[src/rtl/conv_sched.sv]
// conv_sched: control sequencer for the single-lane convolution datapath.
//
// Loads one frame of LENX samples into the x RAM. Then, for each of the
// NOUT = LENX-LENF+1 output windows, it issues x/f read addresses and drives
// the accumulator clear/enable strobes. Each result is then offered
// downstream. Memories, multiplier, saturation and ReLU live outside this
// block and only follow its strobes.
//
// Handshake rule (both ports): a transfer happens on a rising edge where
// valid && ready are both 1. Valid, once raised, is held with its payload
// stable until the transfer. Neither side may make valid depend
// combinationally on ready. s_ready_x depends only on state. m_valid_y
// depends only on state.
//
// fsm_state exposes the sequencer state for observation:
// 0 = LOAD, 1 = COMPUTE, 2 = DRAIN, 3 = OUT.
module conv_sched #(
    parameter int LENX  = 64,
    parameter int LENF  = 33,
    parameter int ADDRX = 6,
    parameter int ADDRF = 6
) (
    input  logic             clk,
    input  logic             reset,
    input  logic             s_valid_x,
    output logic             s_ready_x,
    output logic             m_valid_y,
    input  logic             m_ready_y,
    output logic             wr_en_x,
    output logic [ADDRX-1:0] addr_x,
    output logic [ADDRF-1:0] addr_f,
    output logic             clr_acc,
    output logic             en_acc,
    output logic [1:0]       fsm_state
);

    localparam int NOUT = LENX - LENF + 1;

    // Terminal counts, sized to the counters they are compared against.
    localparam logic [ADDRX:0]   WC_LAST = (ADDRX+1)'(LENX - 1);
    localparam logic [ADDRF:0]   K_LAST  = (ADDRF+1)'(LENF - 1);
    localparam logic [ADDRX-1:0] W_LAST  = ADDRX'(NOUT - 1);
    localparam logic [ADDRX:0]   WC_ONE  = (ADDRX+1)'(1);
    localparam logic [ADDRF:0]   K_ONE   = (ADDRF+1)'(1);
    localparam logic [ADDRX-1:0] W_ONE   = ADDRX'(1);

    typedef enum logic [1:0] {
        LOAD    = 2'd0,
        COMPUTE = 2'd1,
        DRAIN   = 2'd2,
        OUT     = 2'd3
    } state_t;

    state_t           state;
    state_t           state_nxt;
    logic [ADDRX:0]   wc;        // write counter during LOAD
    logic [ADDRX:0]   wc_nxt;
    logic [ADDRF:0]   k;         // tap index inside the current window
    logic [ADDRF:0]   k_nxt;
    logic [ADDRX-1:0] w;         // current output window
    logic [ADDRX-1:0] w_nxt;
    logic             en_q;      // read issued last cycle, data arrives now
    logic [ADDRX:0]   rd_addr;   // w + k, one bit wider so no silent wrap
    logic             load_hs;
    logic             out_hs;

    // Handshake qualifiers; the other port's signals are ignored in other states.
    assign load_hs = s_valid_x && (state == LOAD);
    assign out_hs  = m_ready_y && (state == OUT);

    // Window read address. w + k never exceeds LENX-1, so the low bits are exact.
    assign rd_addr = {1'b0, w} + (ADDRX+1)'(k);

    // State and counter registers.
    always_ff @(posedge clk or negedge reset) begin
        if (!reset) begin
            state <= LOAD;
            wc    <= '0;
            k     <= '0;
            w     <= '0;
        end else begin
            state <= state_nxt;
            wc    <= wc_nxt;
            k     <= k_nxt;
            w     <= w_nxt;
        end
    end

    // Accumulate enable trails each issued read by the 1-cycle memory latency.
    always_ff @(posedge clk or negedge reset) begin
        if (!reset) begin
            en_q <= 1'b0;
        end else begin
            en_q <= (state == COMPUTE);
        end
    end

    // Next-state and counter update. k is held at its last value through DRAIN
    // and OUT, so the read address stays frozen while a result waits.
    always_comb begin
        state_nxt = state;
        wc_nxt    = wc;
        k_nxt     = k;
        w_nxt     = w;
        case (state)
            LOAD: begin
                if (load_hs) begin
                    if (wc == WC_LAST) begin
                        state_nxt = COMPUTE;
                        wc_nxt    = '0;
                        w_nxt     = '0;
                        k_nxt     = '0;
                    end else begin
                        wc_nxt = wc + WC_ONE;
                    end
                end
            end
            COMPUTE: begin
                if (k == K_LAST) begin
                    state_nxt = DRAIN;
                end else begin
                    k_nxt = k + K_ONE;
                end
            end
            DRAIN: begin
                state_nxt = OUT;
            end
            OUT: begin
                if (out_hs) begin
                    k_nxt = '0;
                    if (w == W_LAST) begin
                        state_nxt = LOAD;
                        wc_nxt    = '0;
                        w_nxt     = '0;
                    end else begin
                        state_nxt = COMPUTE;
                        w_nxt     = w + W_ONE;
                    end
                end
            end
            default: begin
                state_nxt = LOAD;
            end
        endcase
    end

    // Output decode. The addresses are the write counter in LOAD and the
    // window read address otherwise.
    always_comb begin
        s_ready_x = 1'b0;
        m_valid_y = 1'b0;
        clr_acc   = 1'b0;
        addr_x    = rd_addr[ADDRX-1:0];
        addr_f    = k[ADDRF-1:0];
        case (state)
            LOAD: begin
                s_ready_x = 1'b1;
                addr_x    = wc[ADDRX-1:0];
            end
            COMPUTE: begin
                clr_acc = (k == '0);
            end
            OUT: begin
                m_valid_y = 1'b1;
            end
            default: begin
            end
        endcase
    end

    assign wr_en_x   = s_valid_x && s_ready_x;
    assign en_acc    = en_q;
    assign fsm_state = state;

endmodule

[config.mk]
export PLATFORM = sky130hd
export DESIGN_NAME = conv_sched
export DESIGN_NICKNAME = d
export VERILOG_FILES = /design/src/rtl/conv_sched.sv
export SDC_FILE = /design/constraint.sdc
export NUM_CORES = 1
export LEC_CHECK = 0
export ABC_AREA = 1
export ABC_CLOCK_PERIOD_IN_PS = 2400
export BUFFER_PORTS_ARGS = -buffer_cell sky130_fd_sc_hd__buf_2
export CORE_ASPECT_RATIO = 0.7
export CORE_MARGIN = 2
export CORE_UTILIZATION = 36
export DETAILED_ROUTE_END_ITERATION = 10
export GPL_ROUTABILITY_DRIVEN = 1
export GPL_TIMING_DRIVEN = 0
export SLEW_MARGIN = 20
export SYNTH_ARGS = -nofsm -noshare
export SYNTH_HDL_FRONTEND = slang
export SYNTH_SLANG_ARGS = --single-unit
export TNS_END_PERCENT = 5
[constraint.sdc]
create_clock -name clk -period 2.4 [get_ports clk]
set_input_delay 0.48 -clock clk [delete_from_list [all_inputs] [get_ports clk]]
set_output_delay 0.48 -clock clk [all_outputs]
set_load 0.05 [all_outputs]
* Word level (Yosys, flattened, before mapping)
Cells that the tools add are included.
Word-level totals: bits in registers 23, bits of input ports 4, output and inout port bits 19, logic and storage cells 57
Cells by class: $add $sub $neg 4, equal/unequal tests 12, muxes and demuxes 25, reductions and logical operators 11
Operators with widths (number):
- $mux W7 | 8
- $mux W6 | 5
- $pmux W7 S3 | 1
- $add A7 B1 Y7 const B | 2
- $eq A7 B6 Y1 const B | 2
- $pmux W7 S2 | 1
- $pmux W6 S2 | 1
- $reduce_and A4 Y1 | 3
- $mux W2 | 4
- $pmux W2 S4 | 1
- $logic_not A7 Y1 | 1
- $add A6 B1 Y6 const B | 1
- $add A6 B6 Y6 | 1
- $eq A6 B5 Y1 const B | 1
- $ne A2 B1 Y1 const B | 3
- $ne A2 B2 Y1 const B | 3
- $reduce_and A5 Y1 | 1
- $eq A2 B2 Y1 const B | 2
- $mux W1 | 4
- $logic_and A1 B1 Y1 | 3
- $reduce_bool A3 Y1 | 1
- $eq A2 B1 Y1 const B | 1
- $logic_not A2 Y1 | 1
- $reduce_bool A2 Y1 | 1

* Depth between registers and ports, before layout
Gate-level depths: netlist of run 1.
word-level depth 4, gate-level depth with buffers 11, mapped depth without buffers 11

* Worst setup path before layout of run 1
No wires, ideal clock.
path kind flip-flop to output port, from reg state[0], in the netlist fsm_state[0], to out addr_x[0], arrival 2802 ps, data required time 1920 ps, slack -882 ps, stages on the path, launching flop included 6, path buffers 1, path through dfrtp_1 -> inv_1 -> ha_1 -> buf_4 -> clkinv_1 -> o21ai_0
Between the ends: word-level cells in the longest chain between the ends 2
Ends and longest elaborated chain:
- start, declared | RTL line 54 | state_t state;
- start signal, assigned | RTL line 82 | state <= state_nxt;
- $logic_not A2 Y1 | RTL line 155 | case (state)
- $mux W6 | RTL line 155
- end, declared | RTL line 30 | output logic [ADDRX-1:0] addr_x,
No other way between the ends.

* Worst setup path in the final report of run 1
from reg w[0], to out addr_x[4]
Between the ends: word-level cells in the longest chain between the ends 2
Ends and longest elaborated chain:
- start, declared | RTL line 60 | logic [ADDRX-1:0] w;
- start signal, assigned | RTL line 85 | w <= w_nxt;
- $add A6 B6 Y6 | RTL line 72 | assign rd_addr = {1'b0, w} + (ADDRX+1)'(k);
- $mux W6 | RTL line 155
No other way between the ends.

==> results.py, run 1 <==
metrics = {
    "run_status": {
        "status": "complete, but fails checks",
        "violations": "setup timing",
    },
    "floorplan": {
        "die_area_um2": 5630,
        "row_count": 21,
        "core_um2": 4810,
        "dieHeight_um": 63.4,
        "ioPinCount": 23,
        "start_util": 0.377,
        "fp.dieW_um": 88.9,
    },
    "route": {
        "ant_nets": 0,
        "wl_um": 4320,
        "drtIter0Drc": 74,
        "num_vias": 1672,
        "drc_errors": 0,
        "avgRoutedWirePerCell_um": 11.6,
        "drt_first_pass_iters": 4,
        "vias_per_cell": 4.49,
    },
    "timing": {
        "fin_tns_setup_ns": -0.0414,
        "maxSlewHeadroom": 0.636,
        "fmax_mhz": 410,
        "tightest_slew_ns": 0.547,
        "timing.final.ws_setup_ns": -0.0414,
        "hold_slack_ns": 0.182,
        "post-route-period-util": 1.02,
        "drv_slew": 0,
        "grt_setup_unrepaired": "yes",
        "finalHoldViolCount": 0,
        "fin_worst_skew_ns": 0.00382,
        "min_period_ns": 2.44,
        "setup-violations-final": 1,
    },
    "clock_network": {
        "cts_tree": "done",
        "cts_inserted_buffers": 3,
        "clk_latency_ns": 0.27,
        "cts_max_level": 1,
        "clkTransAtPathRegs_ns": 0.09,
        "root_buffer": "clkbuf_8",
        "cts_buffer_depth": 2,
        "clock_sinks": 23,
    },
    "layout": {
        "nNetsFinal": 321,
        "synthToLayoutAreaGrowth_pct": 19.9,
        "seq_area_um2": 583,
        "multi_input_area_um2": 1100,
        "fillerInstances": 515,
        "drive_gt1_frac": 0.231,
        "n_antenna_cell": 0,
    },
    "placement": {
        "portBuffers": 22,
        "gp_congestion": 0.858,
        "hpwl_um": 3280,
        "preCtsSetupSlack_ns": 0.0306,
    },
    "power": {
        "p_leak_uw": 0.00120,
        "p_switching_uw": 1520,
        "comb_power_share": 0.677,
        "intPower_uw": 1130,
        "switching_share": 0.573,
        "ir_drop_mv": 0.536,
        "p_per_area_nw_per_um2": 1220,
        "pwr-share-seq": 0.228,
        "p_clk_frac": 0.095,
    },
    "synthesis": {
        "yosysMostFrequentCell": "nand2_1",
        "ys_ff_latch": 23,
        "async_flop_share": 1.00,
        "synth_common_cells": "100 x nand2_1, 37 x inv_1, 29 x nor2_1",
        "synth-edff-count": 0,
        "mappedNetlistArea_um2": 1810,
        "yosysSeqAreaShare": 0.317,
        "ys_warn_count": 0,
        "synth_top_cell_by_area": "dfrtp_1",
        "ys_top_cells_by_area": "dfrtp_1 32%, nand2_1 21%, ha_1 8.3%",
        "syn_avg_cell_area_um2": 6.65,
        "yosysTopAreaCellShare": 0.317,
        "ys.flop_type": "dfrtp_1",
        "syn_inst": 273,
        "ys_types": 26,
        "syn_nets": 290,
    },
    "setup_path": {
        "worstPathArrival_ns": 1.96,
        "crit_fanout": 2,
        "worstSetupPathType": "reg -> out",
        "start_kind": "flip-flop",
        "setup.worst_path.end_class": "primary output",
        "required_ns": 1.92,
    },
    "job": {
        "maxCapViolations": 0,
    },
    "grt": {
        "grt_use_total": 0.165,
        "grt_pass1_vias": 1459,
        "grt_pass1_wl_um": 7130,
        "antenna_found_initial": 0,
        "grt_max_degree": 24,
        "grt_overflow": 0,
    },
    "worst_hold_path": {
        "hp-class": "in -> async",
    },
}
[sequential cells by signal, summed over array words and instances, names as in the netlist]
name and count:
wc 7, w 6, fsm_state 2, en_acc 1, k 7
[critical path, cell delays in order (launching register included)]
cell     delay, ns
dfrtp_2       0.44
ha_4          0.16
inv_2         0.03
fa_2          0.32
inv_1         0.06
nand2_1       0.06
nand2_1       0.08
nand2_2       0.08
a21oi_2       0.14
nor2_2        0.06
nor2_4        0.10
buf_8         0.15
[metal layers]
layer,vias to the layer above,track usage,part of all wire
met4,0,0.0341,0.010
met1,726,0.272,0.57
met3,6,0.0367,0.044
met2,37,0.213,0.38
met5,-,0,0
li1,903,-,-
[final cells by class]
| type | instances | share of cell area |
|---|---|---|
| flip-flops and latches | 23 | 0.268 |
| well taps | 69 | 0.0397 |
| multi-input cells | 204 | 0.505 |
| plain buffers | 8 | 0.0265 |
| repair buffers | 26 | 0.0731 |
| inverters | 38 | 0.0667 |
| clock buffers | 4 | 0.0207 |
[path summary, 6_finish.rpt]
path,from,to,slack (ns),cells past startpoint
max,w[0],addr_x[4],-0.04,11
min,reset,fsm_state[1],0.18,1
max reg2reg,fsm_state[0],wc[5],0.49,11
min reg2reg,wc[6],wc[6],0.52,1
max in group asynchronous,reset,k[2],1.82,1
min in group clk,wc[6],wc[6],0.52,1
[cells by family after synthesis]
kind of cell	count (synthesis)	synth area share
buffers and inverters	46	0.110
adders and majority gates	13	0.0938
DFF	23	0.317
and+or+nand+nor	172	0.412
AOI/OAI and AO/OA	16	0.0524
xor gates and xnor gates	3	0.0145
[power by group through the flow]
| stage | clock, uW | combinational, uW | sequential (uW) |
|---|---|---|---|
| 2_1_floorplan | 0 | 1270 | 676 |
| 3_3_place_gp | 0 | 1680 | 620 |
| 3_5_place_dp | 0 | 1690 | 620 |
| 4_1_cts | 260 | 1780 | 603 |
| 5_1_grt | 275 | 1980 | 618 |
| 6_report | 252 | 1800 | 604 |
[per-stage QoR]
stage                     utilization  area, um^2  cells  total power [uW]
after global routing            0.452        2170    372              2880
after floorplan                     -        1840    273              1950
after global placement          0.424        2040    364              2300
final                           0.452        2170    372              2650
after CTS                       0.448        2150    372              2640
after detailed placement        0.424        2040    364              2310
[what timing repair did]
action                                  4_1_cts  5_1_grt
endpoints found under the setup margin        5        5
pin swaps                                     2        1
hold buffers                                  0        0
buffers inserted                              4        0
resized for setup                            14       10
[cell usage in the layout (no fill, tap or decap), types with 3 or more instances in the layout]
master and n:
a21oi_1 3, buf_2 20, buf_4 11, clkbuf_8 3, dfrtp_1 17, dfrtp_2 6, ha_1 9, inv_1 36
nand2_1 99, nand2_2 5, nand2_4 3, nand3_1 22, nand4_1 5, nor2_1 27, nor2_2 3, o21ai_0 6
Power figures use the tool's default switching activity.
==> run 2, diff against run 1 <==
Settings changed: CORE_ASPECT_RATIO 0.7 to 0.75.
==> results.py, run 2 (synthesized netlist as in run 1, its figures left out) <==
metrics = {
    "timing": {
        "grt_setup_unrepaired": "yes",
        "fmax_mhz": 414,
        "fin_worst_skew_ns": 0.00704,
        "finalHoldViolCount": 0,
        "drv_slew": 0,
        "tightest_slew_ns": 0.565,
        "setup-violations-final": 1,
        "timing.final.ws_setup_ns": -0.0146,
        "fin_tns_setup_ns": -0.0146,
        "maxSlewHeadroom": 0.623,
        "min_period_ns": 2.41,
        "post-route-period-util": 1.01,
    },
    "power": {
        "finalPower_uw": 2670,
        "comb_power_share": 0.676,
        "p_leak_uw": 0.00121,
        "intPower_uw": 1140,
        "ir_drop_mv": 0.755,
        "p_clk_frac": 0.097,
        "switching_share": 0.573,
        "pwr-share-seq": 0.228,
        "p_per_area_nw_per_um2": 1230,
        "p_switching_uw": 1530,
    },
    "layout": {
        "n_antenna_cell": 0,
        "reg_top3": "k (7), wc (7), w (6)",
        "layout_commonest_cell": "nand2_1",
        "mostFrequentLayoutCells": "96 x nand2_1, 35 x inv_1, 27 x nor2_1",
        "fillerInstances": 519,
        "synthToLayoutAreaGrowth_pct": 19.7,
        "nNetsFinal": 321,
        "drive_gt1_frac": 0.241,
    },
    "route": {
        "ant_nets": 0,
        "vias_per_cell": 4.70,
        "drtIter0Drc": 129,
        "num_vias": 1705,
        "avgRoutedWirePerCell_um": 12.0,
        "drt_first_pass_iters": 4,
        "drc_errors": 0,
        "wl_um": 4360,
    },
    "worst_hold_path": {
        "hp-class": "in -> async",
    },
    "setup_path": {
        "crit_end": "addr_x[4]",
        "worstPathArrival_ns": 1.93,
        "start_kind": "flip-flop",
        "crit_fanout": 2,
        "timing.critical_path.from": "w[0]",
        "required_ns": 1.92,
        "r2r_slack_ns": 0.46,
        "timing.rr.end": "wc[5]",
        "regToRegStartpoint": "fsm_state[0]",
        "reg2regPathDepth": 11,
        "worstSetupPathType": "reg -> out",
        "setup.worst_path.end_class": "primary output",
    },
    "clock_network": {
        "clk_latency_ns": 0.28,
        "cts_buffer_depth": 2,
        "cts_max_level": 1,
        "clock_sinks": 23,
        "cts_inserted_buffers": 3,
        "clkTransAtPathRegs_ns": 0.09,
        "cts_tree": "done",
        "root_buffer": "clkbuf_8",
    },
    "grt": {
        "grt_overflow": 0,
        "grt_pass1_wl_um": 7430,
        "antenna_found_initial": 0,
        "grt_max_degree": 24,
        "grt_pass1_vias": 1572,
        "grt_use_total": 0.171,
    },
    "run_status": {
        "violations": "setup timing",
        "status": "complete, but fails checks",
    },
    "floorplan": {
        "core_um2": 4870,
        "start_util": 0.372,
        "fp.dieW_um": 86.0,
        "dieHeight_um": 65.5,
        "row_count": 22,
        "die_area_um2": 5630,
        "ioPinCount": 23,
    },
    "placement": {
        "hpwl_um": 3270,
        "portBuffers": 22,
        "gp_congestion": 0.831,
    },
    "job": {
        "maxCapViolations": 0,
    },
}
[run 2: cell counts in the layout (fill, tap and decap cells not counted)]
No cell type changed its count.
[run 2: final cells by class]
type | instances | area [um^2] | share of cell area
Buffer | 8 | 57.6 | 0.0265
Clock buffer | 4 | 45.0 | 0.0207
Inverter | 38 | 145 | 0.0669
Multi-Input combinational cell | 204 | 1110 | 0.511
Sequential cell | 23 | 582 | 0.268
Tap cell | 60 | 75.1 | 0.0346
Timing Repair Buffer | 26 | 158 | 0.0726
[run 2: worst min-delay path by stage]
| stage | slack (ns) | start | endpoint | depth (start not counted) |
|---|---|---|---|---|
| after floorplan | 0.18 | reset | en_acc | 0 |
| after global placement | 0.49 | wc[6] | wc[6] | 1 |
| after detailed placement | 0.50 | wc[6] | wc[6] | 1 |
| after CTS | 0.21 | reset | k[5] | 1 |
| after global routing | 0.23 | reset | k[5] | 1 |
| final | 0.19 | reset | k[5] | 1 |
[run 2: layer usage]
layer | routed length [um] | share of wire | global-route usage | vias up
met3 | 169 | 0.039 | 0.0352 | 4
met5 | 0 | 0 | 0 | -
met1 | 2300 | 0.53 | 0.253 | 766
met2 | 1860 | 0.43 | 0.255 | 28
met4 | 37 | 0.0085 | 0.0417 | 0
li1 | - | - | - | 907
[run 2: stage by stage]
step | std cells | hold slack [ns] | util | cell area, um^2 | setup WS, ns
5_1_grt | 363 | 0.228 | 0.446 | 2170 | -0.120
6_report | 363 | 0.186 | 0.446 | 2170 | -0.0146
4_1_cts | 363 | 0.212 | 0.439 | 2140 | -0.0153
2_1_floorplan | 273 | 0.184 | - | 1840 | -0.181
3_5_place_dp | 355 | 0.498 | 0.416 | 2030 | 0.0126
3_3_place_gp | 355 | 0.494 | 0.416 | 2030 | 0.0527
[run 2: worst max-delay path, cell delays in order (launching register included)]
cell and delay (ns):
dfrtp_2 0.42, ha_4 0.15, inv_2 0.04, fa_2 0.37, inv_2 0.06, nand2_2 0.05
nand2_2 0.07, nand2_2 0.06, a21oi_2 0.13, nor2_2 0.06, nor2_4 0.08, buf_6 0.16
[run 2: power groups by stage]
stage	logic [uW]	registers (uW)	clock network (uW)
4_1_cts	1780	606	265
3_3_place_gp	1680	617	0
3_5_place_dp	1690	622	0
2_1_floorplan	1270	676	0
5_1_grt	1980	627	283
6_report	1800	607	258
[run 2: what timing repair did]
item | in CTS | in global routing
gates cloned | 0 | 0
pin swaps | 1 | 4
setup buffers | 4 | 0
hold buffers | 0 | 0
endpoints found under the setup margin | 5 | 5
gates resized for setup | 14 | 13
hold endpoints to repair | 0 | 0
